`src/rtl/mac_acc_pipe_if.sv`:
```
// Sample/result bundle for mac_acc_pipe: valid-qualified operand pair in,
// accumulator value with its valid pulse and sticky overflow out.
interface mac_acc_pipe_if #(
    parameter int IN_W  = 8,
    parameter int ACC_W = 20
);
    logic signed [IN_W-1:0]  a;
    logic signed [IN_W-1:0]  b;
    logic                    valid_in;
    logic                    clear_acc;
    logic signed [ACC_W-1:0] f;
    logic                    valid_out;
    logic                    overflow;

    modport master (
        output a, b, valid_in, clear_acc,
        input  f, valid_out, overflow
    );

    modport slave (
        input  a, b, valid_in, clear_acc,
        output f, valid_out, overflow
    );
endinterface

```
`src/rtl/mac_acc_pipe.sv`:
```
// Signed multiply-accumulate: f accumulates a*b over accepted samples, with
// optional product register stage, saturate/wrap mode and sticky overflow.
module mac_acc_pipe #(
    parameter int IN_W  = 8,
    parameter int ACC_W = 20,
    parameter int PIPE  = 0,
    parameter int SAT   = 1
) (
    input logic         clk,
    input logic         reset,
    mac_acc_pipe_if.slave bus
);
    localparam int PROD_W = 2 * IN_W;

    if (ACC_W < 2 * IN_W) begin : g_bad_width
        $error("mac_acc_pipe: ACC_W (%0d) must be >= 2*IN_W (%0d)", ACC_W, 2 * IN_W);
    end

    logic signed [IN_W-1:0] a_r;
    logic signed [IN_W-1:0] b_r;
    logic                   clr_r;
    logic                   v_r;

    // NOTE: sequential state uses non-blocking assignments so every register
    // samples the pre-edge values of its sources.
    always_ff @(posedge clk) begin
        if (reset) begin
            a_r   <= '0;
            b_r   <= '0;
            clr_r <= 1'b0;
            v_r   <= 1'b0;
        end else begin
            v_r <= bus.valid_in;
            if (bus.valid_in) begin
                a_r   <= bus.a;
                b_r   <= bus.b;
                clr_r <= bus.clear_acc;
            end
        end
    end

    logic signed [PROD_W-1:0] a_x;
    logic signed [PROD_W-1:0] b_x;
    logic signed [PROD_W-1:0] prod;

    assign a_x  = PROD_W'(a_r);
    assign b_x  = PROD_W'(b_r);
    assign prod = a_x * b_x;

    logic [PROD_W-1:0] acc_prod;
    logic              acc_v;
    logic              acc_clr;

    if (PIPE != 0) begin : g_pipe
        logic [PROD_W-1:0] p_r;
        logic              pv_r;
        logic              pc_r;

        always_ff @(posedge clk) begin
            if (reset) begin
                p_r  <= '0;
                pv_r <= 1'b0;
                pc_r <= 1'b0;
            end else begin
                pv_r <= v_r;
                pc_r <= clr_r;
                p_r  <= prod;
            end
        end

        assign acc_prod = p_r;
        assign acc_v    = pv_r;
        assign acc_clr  = pc_r;
    end else begin : g_nopipe
        assign acc_prod = prod;
        assign acc_v    = v_r;
        assign acc_clr  = clr_r;
    end

    logic [ACC_W-1:0] f_r;
    logic             ov_r;
    logic             vo_r;

    logic [ACC_W:0]   base;
    logic [ACC_W:0]   sum;
    logic             range_ovf;
    logic [ACC_W-1:0] f_next;

    // One guard bit above ACC_W: the sum is out of range exactly when the
    // guard bit disagrees with the accumulator sign bit.
    always_comb begin
        // NOTE: every always_comb output gets a default first so no path can
        // leave it unassigned and infer a latch.
        base      = acc_clr ? '0 : {f_r[ACC_W-1], f_r};
        sum       = base + {{(ACC_W + 1 - PROD_W){acc_prod[PROD_W-1]}}, acc_prod};
        range_ovf = sum[ACC_W] ^ sum[ACC_W-1];
        f_next    = sum[ACC_W-1:0];
        if (SAT != 0 && range_ovf) begin
            f_next = sum[ACC_W] ? {1'b1, {(ACC_W - 1){1'b0}}}
                                : {1'b0, {(ACC_W - 1){1'b1}}};
        end
    end

    always_ff @(posedge clk) begin
        if (reset) begin
            f_r  <= '0;
            ov_r <= 1'b0;
            vo_r <= 1'b0;
        end else begin
            vo_r <= acc_v;
            if (acc_v) begin
                f_r  <= f_next;
                ov_r <= (ov_r & ~acc_clr) | range_ovf;
            end
        end
    end

    assign bus.f         = f_r;
    assign bus.overflow  = ov_r;
    assign bus.valid_out = vo_r;
endmodule

```
`src/flat_wrapper.sv`:
```
// flat-port wrapper written by rule: the top's interface ports become plain ports
module mac_acc_pipe_flat 
#(
    parameter int IN_W  = 8,
    parameter int ACC_W = 20,
    parameter int PIPE  = 0,
    parameter int SAT   = 1
)
  (clk, reset, bus_a, bus_b, bus_valid_in, bus_clear_acc, bus_f, bus_valid_out, bus_overflow);
  mac_acc_pipe_if #(.IN_W(IN_W), .ACC_W(ACC_W)) bus_i ();
  input logic clk;
  input logic reset;
  input wire logic [$bits(bus_i.a)-1:0] bus_a;
  input wire logic [$bits(bus_i.b)-1:0] bus_b;
  input wire logic [$bits(bus_i.valid_in)-1:0] bus_valid_in;
  input wire logic [$bits(bus_i.clear_acc)-1:0] bus_clear_acc;
  output wire logic [$bits(bus_i.f)-1:0] bus_f;
  output wire logic [$bits(bus_i.valid_out)-1:0] bus_valid_out;
  output wire logic [$bits(bus_i.overflow)-1:0] bus_overflow;
  assign bus_i.a = bus_a;
  assign bus_i.b = bus_b;
  assign bus_i.valid_in = bus_valid_in;
  assign bus_i.clear_acc = bus_clear_acc;
  assign bus_f = bus_i.f;
  assign bus_valid_out = bus_i.valid_out;
  assign bus_overflow = bus_i.overflow;
  mac_acc_pipe #(.IN_W(IN_W), .ACC_W(ACC_W), .PIPE(PIPE), .SAT(SAT)) u_core (.clk(clk), .reset(reset), .bus(bus_i));
endmodule
```
`config.mk`:
```
export PLATFORM = sky130hd
export DESIGN_NAME = mac_acc_pipe_flat
export DESIGN_NICKNAME = d
export VERILOG_FILES = /design/src/rtl/mac_acc_pipe_if.sv /design/src/rtl/mac_acc_pipe.sv /design/src/flat_wrapper.sv
export SDC_FILE = /design/constraint.sdc
export NUM_CORES = 1
export LEC_CHECK = 0
export BUFFER_PORTS_ARGS = -buffer_cell sky130_fd_sc_hd__buf_2
export CAP_MARGIN = 5
export CORE_ASPECT_RATIO = 0.7
export CORE_MARGIN = 2
export CORE_UTILIZATION = 55
export CTS_CLUSTER_SIZE = 25
export DETAILED_ROUTE_END_ITERATION = 7
export HOLD_SLACK_MARGIN = 0.15
export PLACE_DENSITY = 0.83
export REMOVE_ABC_BUFFERS = 1
export SYNTH_ARGS = -nofsm -noshare
export SYNTH_HDL_FRONTEND = slang
export SYNTH_SLANG_ARGS = --single-unit
```
`constraint.sdc`:
```
create_clock -name clk -period 7.35 [get_ports clk]
set_input_delay 0.3675 -clock clk [delete_from_list [all_inputs] [get_ports clk]]
set_output_delay 0.3675 -clock clk [all_outputs]
set_load 0.02 [all_outputs]
```
==> Yosys cells after proc, flatten, opt, wreduce, memory -nomap -nowiden <==
Cells that the tools add are included.
{ "totals": {"out_inout_bits": 22, "word_cells": 16, "reg_bits": 40} }
{ "classes": {"n_bitwise": 4, "n_mux": 3, "n_mul": 1, "addsub": 1} }
{ "op_table": {"columns": ["operator", "n"], "rows": [
  ["$mux 20", 2],
  ["$add 21x21->21", 1],
  ["$mux 21", 1],
  ["$mul 8x8->16", 1],
  ["$and 1x1->1", 1],
  ["$not 1->1", 1],
  ["$or 1x1->1", 1],
  ["$xor 1x1->1", 1]
]} }

==> Depth between registers and ports, before layout <==
Gate-level depths: netlist (run 1).
{ "logic_depth": {"word_depth": 4, "mapped_depth": 32, "depth_no_buf": 31} }

==> Worst setup path after synthesis (run 1) <==
No wires, ideal clock.
{ "synth_path": {"path_type": "reg2reg", "startpoint": "reg u_core.b_r[7]", "endpoint": "reg u_core.f_r[10] (netlist: u_core.bus.f[10])", "setup_slack_ns": 0.782, "path_buffers": 1, "stages_incl_launch_ff": 30, "setup_ns": 0.081, "t_arrival_ns": 6.488, "required_time_ns": 7.269, "path_cell_list": "dfxtp_1 > nand2b_1 > fa_1 > fa_1 > inv_1 > fa_1 > inv_1 > fa_1 > inv_1 > ha_1 > a21oi_1 > o21ai_0 > a21oi_1 > nor2b_1 > o21a_1 > o21ai_0 > nand2b_1 > a21oi_1 > xnor2_1 > ha_1 > o21ai_0 > a21oi_1 > or2_2 > a31oi_1 > mux2i_1 > a211oi_4 > xor2_2 > buf_6 > maj3_2 > a211oi_2"} }
{ "synth_via": {"elab_chain_len": 4} }
{ "synth_lines": {"columns": ["item", "line_no", "source"], "rows": [
  ["start: declaration", "mac_acc_pipe.sv:20", "logic signed [IN_W-1:0] b_r;"],
  ["start signal: assignment", "mac_acc_pipe.sv:36", "b_r <= bus.b;"],
  ["$mul 8x8->16 *", "mac_acc_pipe.sv:48", "assign prod = a_x * b_x;"],
  ["$add 21x21->21 *", "mac_acc_pipe.sv:95", "sum = base + {{(ACC_W + 1 - PROD_W){acc_prod[PROD_W-1]}}, acc_prod};"],
  ["$mux 20 or $xor 1x1->1 (tied branches)", "mac_acc_pipe.sv:99, mac_acc_pipe.sv:96", null],
  ["$mux 20 *", "mac_acc_pipe.sv:98", "if (SAT != 0 && range_ovf) begin"],
  ["end signal: assignment", "mac_acc_pipe.sv:112", "f_r <= f_next;"],
  ["end: declaration", "mac_acc_pipe.sv:80", "logic [ACC_W-1:0] f_r;"]
]} }
Mark *: on every way between the ends. The rest lies on a longest branch, timed or not.
A chain may end at the register's enable or synchronous reset.

==> Worst setup path after layout (run 1) <==
{ "layout_path": {"startpoint": "reg u_core.b_r[2]", "endpoint": "reg u_core.f_r[2] (netlist: u_core.bus.f[2])"} }
Same word-level chain as after synthesis.

==> flow_summary.json, run 1 <==
{
  "status": "completed",
  "power_per_cell_area_nw_per_um2": 174.1,
  "io_buffers": 41,
  "ys_types": 58,
  "fmaxAchievable_mhz": 142.7,
  "synth-edff-count": 0,
  "yosysSeqAreaShare_pct": 14.29,
  "die_w_um": 124.7,
  "grt_overflow_total": 0,
  "numCtsBuffers": 5,
  "final_hold_viol_count": 0,
  "critPathMostFrequentCell": "fa_1",
  "cp.arrival_ns": 7.20,
  "nFillCells": 779,
  "p_leak_nw": 2.994,
  "die_area_um2": 11030,
  "antenna_cells": 0,
  "cts_tree": "yes",
  "tightest_slew_ns": 0.9515,
  "final_antenna_net_count": 0,
  "ys_ff_latch": 40,
  "finalWeightedCongestion": 0.9055,
  "dr_total_vias": 4420,
  "hpwl_mm": 10.09,
  "syn2layout_area_growth_pct": 9.980,
  "total_power_mw": 1.073,
  "critical_path_class": "reg2reg",
  "boundaryPins": 42,
  "slew_headroom_pct": 36.57,
  "finalSetupTns_ns": 0,
  "drt-total-wl_mm": 13.02,
  "grt_pass1_vias": 4490,
  "drtPass1Iterations": 5,
  "drv_cap": 0,
  "rows": 30,
  "gr-usage-all-layers_pct": 23.98,
  "hp-class": "in2reg",
  "antenna_found_initial": 0,
  "grt_max_degree": 40,
  "initial_utilization_pct": 57.20,
  "synth_ff_type": "dfxtp_1",
  "fin_crit_sh_pct": 95.36,
  "worst_setup_path_start_kind": "register",
  "drive_above_1_share_pct": 18.33,
  "synth_area_per_cell_um2": 9.039,
  "core_area_um2": 9797,
  "routedWlPerCell_um": 16.53,
  "syn-cell-area_um2": 5604,
  "synth_warnings": 0,
  "root_buffer": "clkbuf_16",
  "timing.hold.ws_ns": 0.3157,
  "routed_via_density": 5.609,
  "worstPathRequired_ns": 7.55,
  "clk_latency_ns": 0.29,
  "cts_num_sinks": 40,
  "postCtsHoldBufs": 0,
  "fin_area_um2": 6163,
  "crit_fanout": 16,
  "ir_drop_v": 0.0001137,
  "cp_slowest_cell": "fa_1",
  "synth.most_common_cell": "inv_1",
  "drcViolationCount": 0,
  "grt_pass1_wl_mm": 21.25,
  "synth_top_area_share_pct": 20.00,
  "drtIter0Drc": 308,
  "async_reset_ff_share_pct": 0,
  "setup.worst_path.end_class": "register",
  "cts_max_level": 2,
  "clockBufferDepth": 2,
  "finalNetCount": 785,
  "drv_slew": 0,
  "synthCells": 620,
  "placed_area_um2": 5917,
  "chipHeight_um": 88.46,
  "path_clk_slew_ns": 0.07,
  "min_period_ns": 7.009,
  "synth_top_area_cell": "fa_1",
  "critPathMaxStageDelay_ns": 0.54,
  "synthTopCellsByArea": "fa_1, dfxtp_1, ha_1, inv_1, and2_1",
  "skew_ns": 0.009713,
  "setup_viol": 0,
  "synthTopCellsByCount": "inv_1, fa_1, nor2_1"
}
layer usage:
| metal | up-vias | GRT usage [%] | share of wire, % |
|---|---|---|---|
| met5 | - | 0 | 0 |
| met4 | 0 | 4.188 | 1.0 |
| met3 | 15 | 4.776 | 6.1 |
| met2 | 158 | 40.83 | 47 |
| met1 | 2149 | 32.73 | 46 |
| li1 | 2098 | - | - |
state kept, by name (all words and copies together) (netlist names):
signal and cells:
u_core.bus.valid_out 1, u_core.b_r 8, u_core.acc_clr 1, u_core.bus.f 20, u_core.acc_v 1, u_core.a_r 8
u_core.bus.overflow 1
cell usage in the layout, fill, tap and decap left out, drive strengths merged, types with 7 or more instances in the layout:
cell / count
nor2b: 31
a21oi: 26
nand2: 20
o21ai: 20
and2: 47
buf: 48
a211oi: 22
ha: 50
inv: 102
xnor2: 24
xor2: 14
a21o: 7
nor2: 52
fa: 56
maj3: 15
dfxtp: 40
mux2i: 20
cells by family (layout without fill, tap and decap cells):
logic type / after synthesis / count (layout) / share of synthesized area (%)
compound gates: 105 / 105 / 14.45
xor+xnor: 40 / 41 / 8.372
fa+ha+maj: 121 / 121 / 34.09
buf+inv: 119 / 158 / 8.439
flops: 40 / 40 / 14.29
mux: 21 / 21 / 3.773
simple gates: 174 / 174 / 16.59
per-stage QoR:
step | util, % | worst slack, ns | std cells
finish | 62.91 | 0.3408 | 788
global route | 62.91 | -0.03728 | 788
CTS | 62.07 | 0.1387 | 785
detailed placement | 60.40 | 0.2007 | 777
global placement | 60.40 | 0.4442 | 777
floorplan | - | 0.5923 | 603
timing repair:
action / CTS / global route
setup endpoints to repair: 0 / 19
endpoints found under the hold margin: 0 / 0
resized for setup: 0 / 20
buffers inserted: 0 / 2
power by group:
| part | total [mW] | switching (mW) | internal, mW | leakage, nW |
|---|---|---|---|---|
| Combinational | 0.556 | 0.317 | 0.239 | 2.58 |
| Clock | 0.257 | 0.0966 | 0.160 | 0.0808 |
| Sequential | 0.260 | 0.0237 | 0.236 | 0.334 |
critical path: cells and delay by family (launching register included):
family / cells / cell delay (ns)
buffers and inverters: 4 / 0.41
muxes: 1 / 0.12
xor gates and xnor gates: 2 / 0.27
AOI/OAI and AO/OA: 12 / 2.14
adders and majority gates: 7 / 2.79
and+or+nand+nor: 4 / 0.63
DFF: 1 / 0.51
area by class of cell:
type | instances | area, um^2 | area share (%)
inverter | 102 | 382.9 | 6.212
multi-input combinational | 462 | 4380 | 71.07
clock inverter | 2 | 35.03 | 0.5684
tap | 128 | 160.2 | 2.598
timing repair buffer | 48 | 261.5 | 4.243
sequential | 40 | 814.5 | 13.22
clock buffer | 6 | 128.9 | 2.091
final timing paths:
path / end / slack [ns] / from / cells after the start
max: u_core.bus.f[2] / 0.34 / u_core.b_r[2] / 30
min: u_core.a_r[6] / 0.32 / bus_a[6] / 3
max reg2reg: u_core.bus.f[2] / 0.34 / u_core.b_r[2] / 30
min reg2reg: u_core.bus.overflow / 0.49 / u_core.bus.overflow / 2
Note: power is estimated with default switching activity, not from simulation.
==> inputs of run 2 (changes only) <==
Settings changed: CELL_PAD_IN_SITES_DETAIL_PLACEMENT set to 0, CELL_PAD_IN_SITES_GLOBAL_PLACEMENT set to 1, CORE_UTILIZATION 55 to 48, PLACE_DENSITY 0.83 to 0.91.
==> run 2 against run 1 <==
  * Non-clock buffer count down 3
  * Core utilization decreased by 8.1 points
  * Clock power rose by 5%
  * Die area grew 14%
==> flow_summary.json, run 2 (synthesis results as in run 1) <==
{
  "status": "completed",
  "crit_fanout": 16,
  "cts_max_level": 2,
  "finalNetCount": 781,
  "worst_setup_path_start_kind": "register",
  "skew_ns": 0.009988,
  "root_buffer": "clkbuf_16",
  "hpwl_mm": 9.607,
  "critical_path_class": "reg2reg",
  "worst_slack_ns": 0.3950,
  "fin_area_um2": 6147,
  "rows": 32,
  "final_cell_mix": "inv_1, fa_1, nor2_1",
  "utilization_pct": 54.83,
  "fmaxAchievable_mhz": 143.8,
  "die_area_um2": 12570,
  "largest_register_ffs": 20,
  "final_antenna_net_count": 0,
  "drv_cap": 0,
  "p_leak_nw": 2.981,
  "worstPathRequired_ns": 7.56,
  "cts_tree": "yes",
  "final_hold_viol_count": 0,
  "antenna_found_initial": 0,
  "ir_drop_v": 0.00009078,
  "path_clk_slew_ns": 0.07,
  "die_w_um": 133.1,
  "grt_pass1_wl_mm": 20.09,
  "drcViolationCount": 0,
  "fin_crit_sh_pct": 94.63,
  "critPathMaxStageDelay_ns": 0.56,
  "place_inst": 799,
  "clockBufferDepth": 2,
  "cts_num_sinks": 40,
  "drv_slew": 0,
  "drtPass1Iterations": 4,
  "initial_utilization_pct": 49.99,
  "numCtsBuffers": 5,
  "postCtsHoldBufs": 0,
  "clk_latency_ns": 0.30,
  "grt_pass1_vias": 4228,
  "timing.hold.ws_ns": 0.3041,
  "drt-total-wl_mm": 12.02,
  "total_power_mw": 1.051,
  "routedWlPerCell_um": 14.86,
  "cp.arrival_ns": 7.16,
  "setup_viol": 0,
  "place_ws_ns": 0.2205,
  "cp_slowest_cell": "fa_1",
  "slew_headroom_pct": 38.37,
  "final_cells": 809,
  "io_buffers": 41,
  "min_period_ns": 6.955,
  "grt_overflow_total": 0,
  "setup.worst_path.end_class": "register",
  "grt_max_degree": 40,
  "boundaryPins": 42,
  "chipHeight_um": 94.40,
  "gr-usage-all-layers_pct": 19.89,
  "finalWeightedCongestion": 0.9141,
  "drtIter0Drc": 232,
  "routed_via_density": 5.402,
  "final_common_cell": "inv_1",
  "placed_area_um2": 5926,
  "drive_above_1_share_pct": 17.68,
  "tightest_slew_ns": 0.9232,
  "antenna_cells": 0,
  "dr_total_vias": 4370,
  "core_area_um2": 11210,
  "syn2layout_area_growth_pct": 9.690,
  "hp-class": "in2reg",
  "finalSetupTns_ns": 0,
  "power_per_cell_area_nw_per_um2": 171.0
}
-- run 2: cell count changes in the layout (fill, tap and decap cells not counted), moves of 2 or more --
cell	previous run	this run
dfxtp_1	29	26
dfxtp_2	11	14
a31oi_1	3	5
a31oi_2	2	0
buf_4	6	4
-- run 2: power by group --
| group | internal, mW | switching [mW] | total [mW] |
|---|---|---|---|
| combinational | 0.225 | 0.292 | 0.517 |
| sequential | 0.237 | 0.0263 | 0.263 |
| clock | 0.170 | 0.101 | 0.271 |
-- run 2: worst max-delay path, delay by kind of cell (launching register included) --
family	cells	cell delay, ns
simple gates	4	0.67
mux	1	0.13
xor+xnor	2	0.24
buf+inv	5	0.43
flops	1	0.37
fa+ha+maj	7	3.09
compound gates	11	1.92
-- run 2: layout make-up --
class,instances,area (um^2)
clock buffer,6,138.9
clock inverter,2,38.79
fill,1012,5064
inverter,102,382.9
multi-input combinational,461,4342
sequential,40,818.3
tap,153,191.4
timing repair buffer,45,235.2
-- run 2: path summary, 6_finish.rpt --
kind,to,from,cells after the start,slack (ns)
hold reg to reg,u_core.bus.overflow,u_core.bus.overflow,2,0.46
setup reg to reg,u_core.bus.f[3],u_core.b_r[0],30,0.40
hold / removal,u_core.a_r[7],bus_a[7],3,0.30
setup / recovery,u_core.bus.f[3],u_core.b_r[0],30,0.40
-- run 2: timing repair --
item / 4_1_cts / 5_1_grt
setup endpoints to repair: 0 / 19
resized for setup: 0 / 17
setup buffers: 0 / 2
-- run 2: metal layers --
layer  vias up  share of wire, %  track usage, %
met5         -                 0               0
met4         0               1.7           5.674
met3        20               4.4           3.113
met2        92                45           31.99
met1      2170                49           28.04
li1       2088                 -               -
